==> src/rtl/pc_fetch_sequencer.sv <==
// pc_fetch_sequencer: owns the PC and sequences req/ack instruction fetch with trap/branch/halt/timeout handling
module pc_fetch_sequencer #(
  parameter int              WIDTH        = 32,
  parameter logic [WIDTH-1:0] RESET_VECTOR = '0,
  parameter logic [WIDTH-1:0] TRAP_VECTOR  = WIDTH'(4),
  parameter int              TIMEOUT      = 15
) (
  input  logic             clk,
  input  logic             rst_n,
  output logic             o_imem_req,
  output logic [WIDTH-1:0] o_imem_addr,
  input  logic             i_imem_ack,
  output logic             o_instr_valid,
  input  logic             i_stall,
  input  logic             i_branch_taken,
  input  logic [WIDTH-1:0] i_branch_target,
  input  logic             i_trap,
  input  logic             i_halt,
  output logic [WIDTH-1:0] o_pc,
  output logic [WIDTH-1:0] o_pc_plus4,
  output logic             o_fetch_err,
  output logic             o_halted
);
  typedef enum logic [1:0] {BOOT, FETCH, WAIT, HALTED} state_t;
  localparam logic [7:0] TMO = 8'(TIMEOUT);
  state_t           r_state, w_state_nx;
  logic [WIDTH-1:0] r_pc, w_pc_nx, w_redirect;
  logic [7:0]       r_cnt, w_cnt_nx;
  logic             w_acc;
  assign o_imem_req    = (r_state == FETCH && !i_stall) || r_state == WAIT;
  assign w_acc         = o_imem_req & i_imem_ack;
  assign o_instr_valid = w_acc;
  assign o_fetch_err   = r_state == WAIT && !i_imem_ack && r_cnt == TMO;
  assign o_halted      = r_state == HALTED;
  assign o_pc          = r_pc;
  assign o_imem_addr   = r_pc;
  assign o_pc_plus4    = r_pc + WIDTH'(4);
  // trap beats halt beats branch; a misaligned branch target traps
  assign w_redirect = i_trap ? TRAP_VECTOR :
                      i_halt ? r_pc :
                      !i_branch_taken ? o_pc_plus4 :
                      (i_branch_target[1:0] != 2'b00) ? TRAP_VECTOR : i_branch_target;
  always_comb begin
    w_state_nx = r_state;
    w_pc_nx    = r_pc;
    w_cnt_nx   = r_cnt;
    if (r_state == BOOT) begin
      w_state_nx = FETCH;
    end else if (w_acc) begin
      w_state_nx = (i_halt && !i_trap) ? HALTED : FETCH;
      w_pc_nx    = w_redirect;
      w_cnt_nx   = '0;
    end else if (o_fetch_err) begin
      w_state_nx = FETCH;
      w_pc_nx    = TRAP_VECTOR;
      w_cnt_nx   = '0;
    end else if (o_imem_req) begin
      w_state_nx = WAIT;
      w_cnt_nx   = r_cnt + 8'd1;
    end
  end
  always_ff @(posedge clk or negedge rst_n) begin
    if (!rst_n) begin
      r_state <= BOOT;
      r_pc    <= RESET_VECTOR;
      r_cnt   <= '0;
    end else begin
      r_state <= w_state_nx;
      r_pc    <= w_pc_nx;
      r_cnt   <= w_cnt_nx;
    end
  end
endmodule

==> config.mk <==
export PLATFORM = sky130hd
export DESIGN_NAME = pc_fetch_sequencer
export DESIGN_NICKNAME = d
export VERILOG_FILES = /design/src/rtl/pc_fetch_sequencer.sv
export SDC_FILE = /design/constraint.sdc
export NUM_CORES = 1
export LEC_CHECK = 0
export BUFFER_PORTS_ARGS = -buffer_cell sky130_fd_sc_hd__buf_2
export CAP_MARGIN = 10
export CORE_UTILIZATION = 44
export CTS_BUF_LIST = sky130_fd_sc_hd__clkbuf_4
export DETAILED_ROUTE_END_ITERATION = 8
export PLACE_DENSITY_LB_ADDON = 0.3
export SYNTH_ARGS = -nofsm -noshare
export SYNTH_HDL_FRONTEND = slang
export SYNTH_SLANG_ARGS = --single-unit
==> constraint.sdc <==
create_clock -name clk -period 3.65 [get_ports clk]
set_input_delay 0.73 -clock clk [delete_from_list [all_inputs] [get_ports clk]]
set_output_delay 0.73 -clock clk [all_outputs]
set_load 0.02 [all_outputs]
# After elaboration in Yosys (flattened, before gate mapping)

Cells that the tools add are included.

Bits of input ports: 39
Flip-flop bits (word level): 42
Output and inout port bits: 100
Word-level logic and storage cells: 41

$add $sub $neg: 2
Reductions and logical operators: 15
Equality and inequality tests: 5
Multiplexer cells: 14
Bitwise logic cells: 2

Operator list:

| operator              | count |
|---|---|
| $mux 32               | 6 |
| $add 32x3->32 const B | 1 |
| $mux 8                | 3 |
| $mux 2                | 5 |
| $add 8x1->8 const B   | 1 |
| $eq 8x4->1 const B    | 1 |
| $eq 2x2->1 const B    | 2 |
| $logic_and 1x1->1     | 4 |
| $reduce_bool 2->1     | 2 |
| $reduce_bool 4->1     | 1 |
| $logic_not 1->1       | 3 |
| $ne 3x3->1 const B    | 1 |
| $reduce_and 3->1      | 1 |
| $reduce_bool 3->1     | 1 |
| $eq 2x1->1 const B    | 1 |
| $logic_not 2->1       | 1 |
| $reduce_and 2->1      | 1 |
| $and 1x1->1           | 1 |
| $logic_or 1x1->1      | 1 |
| $not 1->1             | 1 |

# Logic depth before layout (Yosys ltp)

Gate-level depths: netlist of the first run.

Word-level depth: 7
Mapped depth: 7
Depth with buffers taken out: 6

# Worst setup path before layout of the first run

OpenSTA, ideal clock, no wires.

Kind: register -> output
From: register r_pc[7], in the netlist o_imem_addr[7]
To: output o_pc_plus4[19]
Stages on the path, launching flop included: 7
Arrival: 1,978 ps
Data required time: 2,920 ps
Buffers on the path: 1
Setup slack: 942 ps
Path through: dfrtp_1 buf_2 nand4_4 nor4b_4 and2_4 nand3_2 xnor2_1

Cells in the longest elaborated chain, start to end: 1

RTL lines:

| what                   | RTL line | text |
|---|---|---|
| start, declared        | 27       | `logic [WIDTH-1:0] r_pc, w_pc_nx, w_redirect;` |
| start signal, assigned | 69       | `r_pc <= w_pc_nx;` |
| $add 32x3->32          | 37       | `assign o_pc_plus4 = r_pc + WIDTH'(4);` |
| end, declared          | 20       | `output logic [WIDTH-1:0] o_pc_plus4,` |

No other way between the ends.

# Worst setup path after layout of the first run

From: register r_pc[2], in the netlist o_imem_addr[2]
To: output o_pc_plus4[26]

The elaborated chain is that of the path after synthesis.

==> reports/metrics.cfg, run 1 <==
[setup_path]
worstPathRequired_ns=2.92
cp-start-kind=flip-flop
r2r_cells=7
end_kind=output port
cp-startpoint=o_imem_addr[2]
path_class=flip-flop to output port
worstPathArrival_ns=2.46
r2r_setup_slack_ns=1.32
r2r-start=o_imem_addr[2]
r2r-end=o_imem_addr[20]
critPathMaxFanout=10

[worst_hold_path]
hp-class=input pin to async pin

[logic_synthesis]
syn_area_per_cell_um2=9.10
yosys_warnings=0
async_flop_share=1.00
synth-main-ff-cell=dfrtp_1
synth_edf_count=0
syn-num-nets=381
synthCells=340
yosys_register_bits=42
syn_area_um2=3090
ys_seq_area_frac=0.340
ys_types=57

[global_routing]
grt_remaining_overflow=0
grt_max_degree=43
grt_pass1_vias=2687
grt_antenna_before_repair=0
gr-usage-all-layers=0.221
grt_pass1_wl_um=13000

[pwr]
switchingPower_mw=0.749
clkPwrFrac=0.141
switching_share=0.467
total_power_mw=1.61
pwr-share-comb=0.449
seq_power_share=0.411
p_leak_nw=1.99
intPower_mw=0.857
power_per_cell_area_nw_per_um2=439
vdd.ir_drop.worst_mv=0.213

[detailed_routing]
vias=2912
drc=0
drt_wl_total_um=8050
drt-wirelength-per-cell_um=15.0
drt_iter0_drc=111
antenna_left=0
drtPass1Iterations=4
avgViaCountPerCell=5.42

[final_layout]
final_common_cell=buf_2
drive_gt1_frac=0.376
fin_nets=481
areaGrowthSynthToFinish_pct=18.2
layout_common_cells=138 x buf_2, 42 x dfrtp_1, 37 x nand2_1
fin_area_um2=3660
antenna_cells=0

[clock_network]
cts_sinks=42
cts_buffers=5
cts_root_buf=clkbuf_4
post_cts.repair.setup_buffers=0
cts_tree=yes
ctsHoldBuffers=0
cts_resized=0
clk_path_buf_depth=2
worstSkewPairLatency_ns=0.35
clkTransAtPathRegs_ns=0.14
h-tree-depth=2

[sta]
finalCritPeriodShare=0.874
fin_skew_ns=0.0105
rsz0062_at_grt=no
setup-violations-final=0
slew_viol_final=0
slew-limit-headroom=0.359
finalHoldViolCount=0
hold_ws_ns=0.517
tns_ns=0
fin_crit_ns=3.19
max_freq_mhz=313
worst_pin_slew_ns=0.961

[outcome]
status=completed

[flow_run]
cap_violations=0

[floorplanning]
dieWidth_um=85.9
core_um2=6790
die_h_um=85.9
row_count=30
io_pins=139
start_util=0.455
die-area_um2=7370

[place]
finalWeightedCongestion=0.819
hpwl_um=5820
port-buffer-count=138
place_area_um2=3610

==> flip-flops by register name, indices dropped and copies added, names as in the netlist <==
name and flops:
r_cnt 8, r_state 2, o_imem_addr 32
==> metal layers <==
metal  vias to the layer above  GRT usage  routed length [um]
met3                         5     0.0269                 358
met1                      1403      0.293                3640
met2                        92      0.383                4000
met5                         -          0                   0
met4                         0     0.0576                  55
li1                       1412          -                   -
==> cell usage after synthesis (4+ instances only) <==
master | n | area, um^2
a221o_1 | 5 | 50.1
a22o_1 | 11 | 96.3
a22oi_1 | 4 | 30.0
a31oi_1 | 6 | 37.5
and3_1 | 4 | 25.0
and4_1 | 7 | 61.3
buf_2 | 7 | 35.0
buf_4 | 35 | 263
clkbuf_1 | 6 | 22.5
dfrtp_1 | 42 | 1050
inv_1 | 7 | 26.3
nand2_1 | 37 | 139
nand3_1 | 14 | 70.1
nand3_2 | 5 | 50.1
nand4_1 | 5 | 31.3
nor2_1 | 17 | 63.8
nor3_1 | 8 | 40.0
nor3b_1 | 4 | 30.0
o21ai_0 | 10 | 50.1
o21ai_1 | 12 | 60.1
o311ai_1 | 7 | 61.3
xnor2_1 | 22 | 193
xor2_1 | 12 | 105
==> worst max-delay path: stages (launching register included) <==
cell and delay [ns]:
dfrtp_1 0.46, ha_1 0.29, nand3_1 0.18, nor4_4 0.47
buf_4 0.24, nand3_1 0.12, xnor2_1 0.17, buf_2 0.18
==> how the worst max path moves through the flow <==
| stage | endpoint | slack, ns | cells past startpoint |
|---|---|---|---|
| floorplan | o_pc_plus4[19] | 0.94 | 6 |
| global placement | o_pc_plus4[26] | 0.93 | 7 |
| detailed placement | o_pc_plus4[26] | 0.86 | 7 |
| CTS | o_pc_plus4[26] | 0.45 | 7 |
| global route | o_pc_plus4[26] | 0.26 | 7 |
| finish | o_pc_plus4[26] | 0.46 | 7 |
==> power groups by stage <==
stage	sequential [mW]	combinational, mW	clock, mW
final	0.659	0.720	0.226
after global routing	0.678	0.780	0.252
after detailed placement	0.669	0.723	0
after CTS	0.660	0.727	0.233
after floorplan	0.695	0.499	0
after global placement	0.661	0.724	0
==> cells by family (layout without fill, tap and decap cells) <==
| logic type | count (synthesis) | after routing | synth area share |
|---|---|---|---|
| adders and majority gates | 2 | 2 | 0.00809 |
| xor gates and xnor gates | 34 | 34 | 0.0962 |
| buffers and inverters | 58 | 159 | 0.118 |
| and+or+nand+nor | 122 | 122 | 0.241 |
| DFF | 42 | 42 | 0.340 |
| AOI/OAI and AO/OA | 82 | 82 | 0.197 |
==> cell type report <==
class                   count  area [um^2]
clock inverters             3         11.3
fillers                   700         3140
clock buffers               5         37.5
repair buffers            143          728
flip-flops and latches     42         1050
inverters                   8         30.0
well taps                  96          120
multi-input cells         240         1680
==> per-stage QoR <==
step / instances / setup WS [ns] / utilization
6_report: 537 / 0.460 / 0.538
5_1_grt: 537 / 0.258 / 0.538
4_1_cts: 537 / 0.446 / 0.538
3_5_place_dp: 529 / 0.864 / 0.531
3_3_place_gp: 529 / 0.933 / 0.531
2_1_floorplan: 340 / 0.942 / -
Note: power is estimated with default switching activity, not from simulation.
==> inputs of run 2 (changes only) <==
--- a/config.mk
+++ b/config.mk
@@ -5,12 +5,15 @@
 export SDC_FILE = /design/constraint.sdc
 export NUM_CORES = 1
 export LEC_CHECK = 0
+export ABC_AREA = 1
 export BUFFER_PORTS_ARGS = -buffer_cell sky130_fd_sc_hd__buf_2
 export CAP_MARGIN = 10
+export CORE_ASPECT_RATIO = 0.6
 export CORE_UTILIZATION = 44
 export CTS_BUF_LIST = sky130_fd_sc_hd__clkbuf_4
 export DETAILED_ROUTE_END_ITERATION = 8
 export PLACE_DENSITY_LB_ADDON = 0.3
+export SLEW_MARGIN = 40
 export SYNTH_ARGS = -nofsm -noshare
 export SYNTH_HDL_FRONTEND = slang
 export SYNTH_SLANG_ARGS = --single-unit
==> reports/metrics.cfg, run 2 <==
[logic_synthesis]
async_flop_share=1.00
syn_area_per_cell_um2=6.55
yosysTopAreaCell=dfrtp_1
post-synth-top-count-cell=nand2_1
yosys_register_bits=42
synthTopCellsByArea=dfrtp_1 31%, nand2_1 22%, buf_4 8.4%, nand3_1 7.5%, inv_1 5.1%
ys_types=39
ys_seq_area_frac=0.308
yosys_warnings=0
synth-main-ff-cell=dfrtp_1
synth_common_cells=196 x nand2_1, 51 x nand3_1, 46 x inv_1
netlist.area_leader.share=0.308
synthCells=521
syn-num-nets=562
syn_area_um2=3410
synth_edf_count=0

[pwr]
seq_power_share=0.607
pwr-share-comb=0.093
clkPwrFrac=0.300
switchingPower_mw=0.207
power_per_cell_area_nw_per_um2=193
total_power_mw=0.767
intPower_mw=0.560
vdd.ir_drop.worst_mv=0.124
switching_share=0.270
p_leak_nw=2.19

[sta]
finalHoldViolCount=0
fin_crit_ns=2.76
finalCritPeriodShare=0.757
setup_slack_ns=0.887
rsz0062_at_grt=no
worst_pin_slew_ns=0.842
tns_ns=0
slew_viol_final=0
max_freq_mhz=362
setup-violations-final=0
slew-limit-headroom=0.438
fin_skew_ns=0.0131
hold_ws_ns=0.354

[clock_network]
clkTransAtPathRegs_ns=0.12
cts_sinks=42
h-tree-depth=2
ctsHoldBuffers=0
post_cts.repair.setup_buffers=0
worstSkewPairLatency_ns=0.36
cts_root_buf=clkbuf_4
cts_tree=yes
clk_path_buf_depth=2
cts_resized=0
cts_buffers=5

[place]
hpwl_um=7710
post-place-ws_ns=1.29
finalWeightedCongestion=0.881
place_area_um2=3920
placed_cells=717
port-buffer-count=138

[setup_path]
cp_common_cell=nand2_2
cp-start-kind=flip-flop
path_class=flip-flop to output port
worstPathRequired_ns=2.92
end_kind=output port
slowest_delay_ns=0.44
critPathMaxFanout=7
crit_path_top_delay_cell=dfrtp_1
cp-startpoint=o_imem_addr[3]
r2r_setup_slack_ns=1.75
crit_buf_inv=2
path_cells=ha_1, nand2_2, nor2_4, nand2_2, nor2_2, xnor2_1, inv_1, buf_2
worstPathArrival_ns=2.03
r2r-start=r_cnt[0]
critPathTopFamily=simple AND/OR/NAND/NOR gates
r2r_cells=8
r2r-end=o_imem_addr[21]

[detailed_routing]
drt_wl_total_um=10100
antenna_left=0
vias=3621
drt_iter0_drc=278
drtPass1Iterations=4
avgViaCountPerCell=4.99
drc=0
drt-wirelength-per-cell_um=13.9

[global_routing]
grt_use_met3=0.0347
grtUsageMet1=0.404
grt_antenna_before_repair=0
grt_pass1_vias=3271
grt_remaining_overflow=0
gr-usage-all-layers=0.257
top_usage_layer=met1
grt_pass1_wl_um=16200
grt_util_met2=0.371
grt_max_degree=43

[floorplanning]
die_h_um=70.2
row_count=24
io_pins=139
die-area_um2=8130
dieWidth_um=116
start_util=0.462
core_um2=7390

[final_layout]
multi_input_comb_area_um2=1850
layout_common_cells=196 x nand2_1, 137 x buf_2, 51 x nand3_1
final_common_cell=nand2_1
final_core_util=0.537
fin_cells=725
fin_area_um2=3970
antenna_cells=0
fillers=807
areaGrowthSynthToFinish_pct=16.3
drive_gt1_frac=0.287
fin_nets=661
ff_latch_area_um2=1050
largest_reg_flops=32

[outcome]
status=completed

[worst_hold_path]
hp-class=input pin to async pin

[flow_run]
cap_violations=0

[run 2: cells by family (layout without fill, tap and decap cells)]
kind of cell / after synthesis / count (layout) / share of synthesized area
compound gates: 45 / 45 / 0.0799
flops: 42 / 42 / 0.308
simple gates: 328 / 328 / 0.433
fa+ha+maj: 2 / 2 / 0.00733
xor+xnor: 8 / 8 / 0.0205
buf+inv: 96 / 196 / 0.151
[run 2: layer usage]
layer,up-vias,part of all wire
li1,1809,-
met1,1643,0.51
met2,163,0.42
met3,6,0.070
met4,0,0.0058
met5,-,0
[run 2: power by group through the flow]
| stage | clock (mW) | sequential, mW | combinational, mW |
|---|---|---|---|
| 2_1_floorplan | 0 | 0.474 | 0.0313 |
| 3_3_place_gp | 0 | 0.474 | 0.0705 |
| 3_5_place_dp | 0 | 0.474 | 0.0718 |
| 4_1_cts | 0.232 | 0.465 | 0.0722 |
| 5_1_grt | 0.258 | 0.465 | 0.0809 |
| 6_report | 0.230 | 0.465 | 0.0716 |
[run 2: how the worst max path moves through the flow]
stage / end / cells after the start / slack, ns
3_3_place_gp: o_imem_addr[17] / 8 / 1.28
3_5_place_dp: o_pc_plus4[16] / 8 / 1.29
2_1_floorplan: o_pc_plus4[26] / 8 / 1.37
6_report: o_pc_plus4[16] / 8 / 0.89
4_1_cts: o_pc_plus4[16] / 8 / 0.89
5_1_grt: o_pc_plus4[16] / 8 / 0.73
[run 2: final cells by class]
cell class | count | share of cell area
multi-input combinational | 383 | 0.466
sequential | 42 | 0.265
timing repair buffer | 139 | 0.176
inverter | 49 | 0.0473
tap | 104 | 0.0328
clock buffer | 5 | 0.00945
clock inverter | 3 | 0.00284
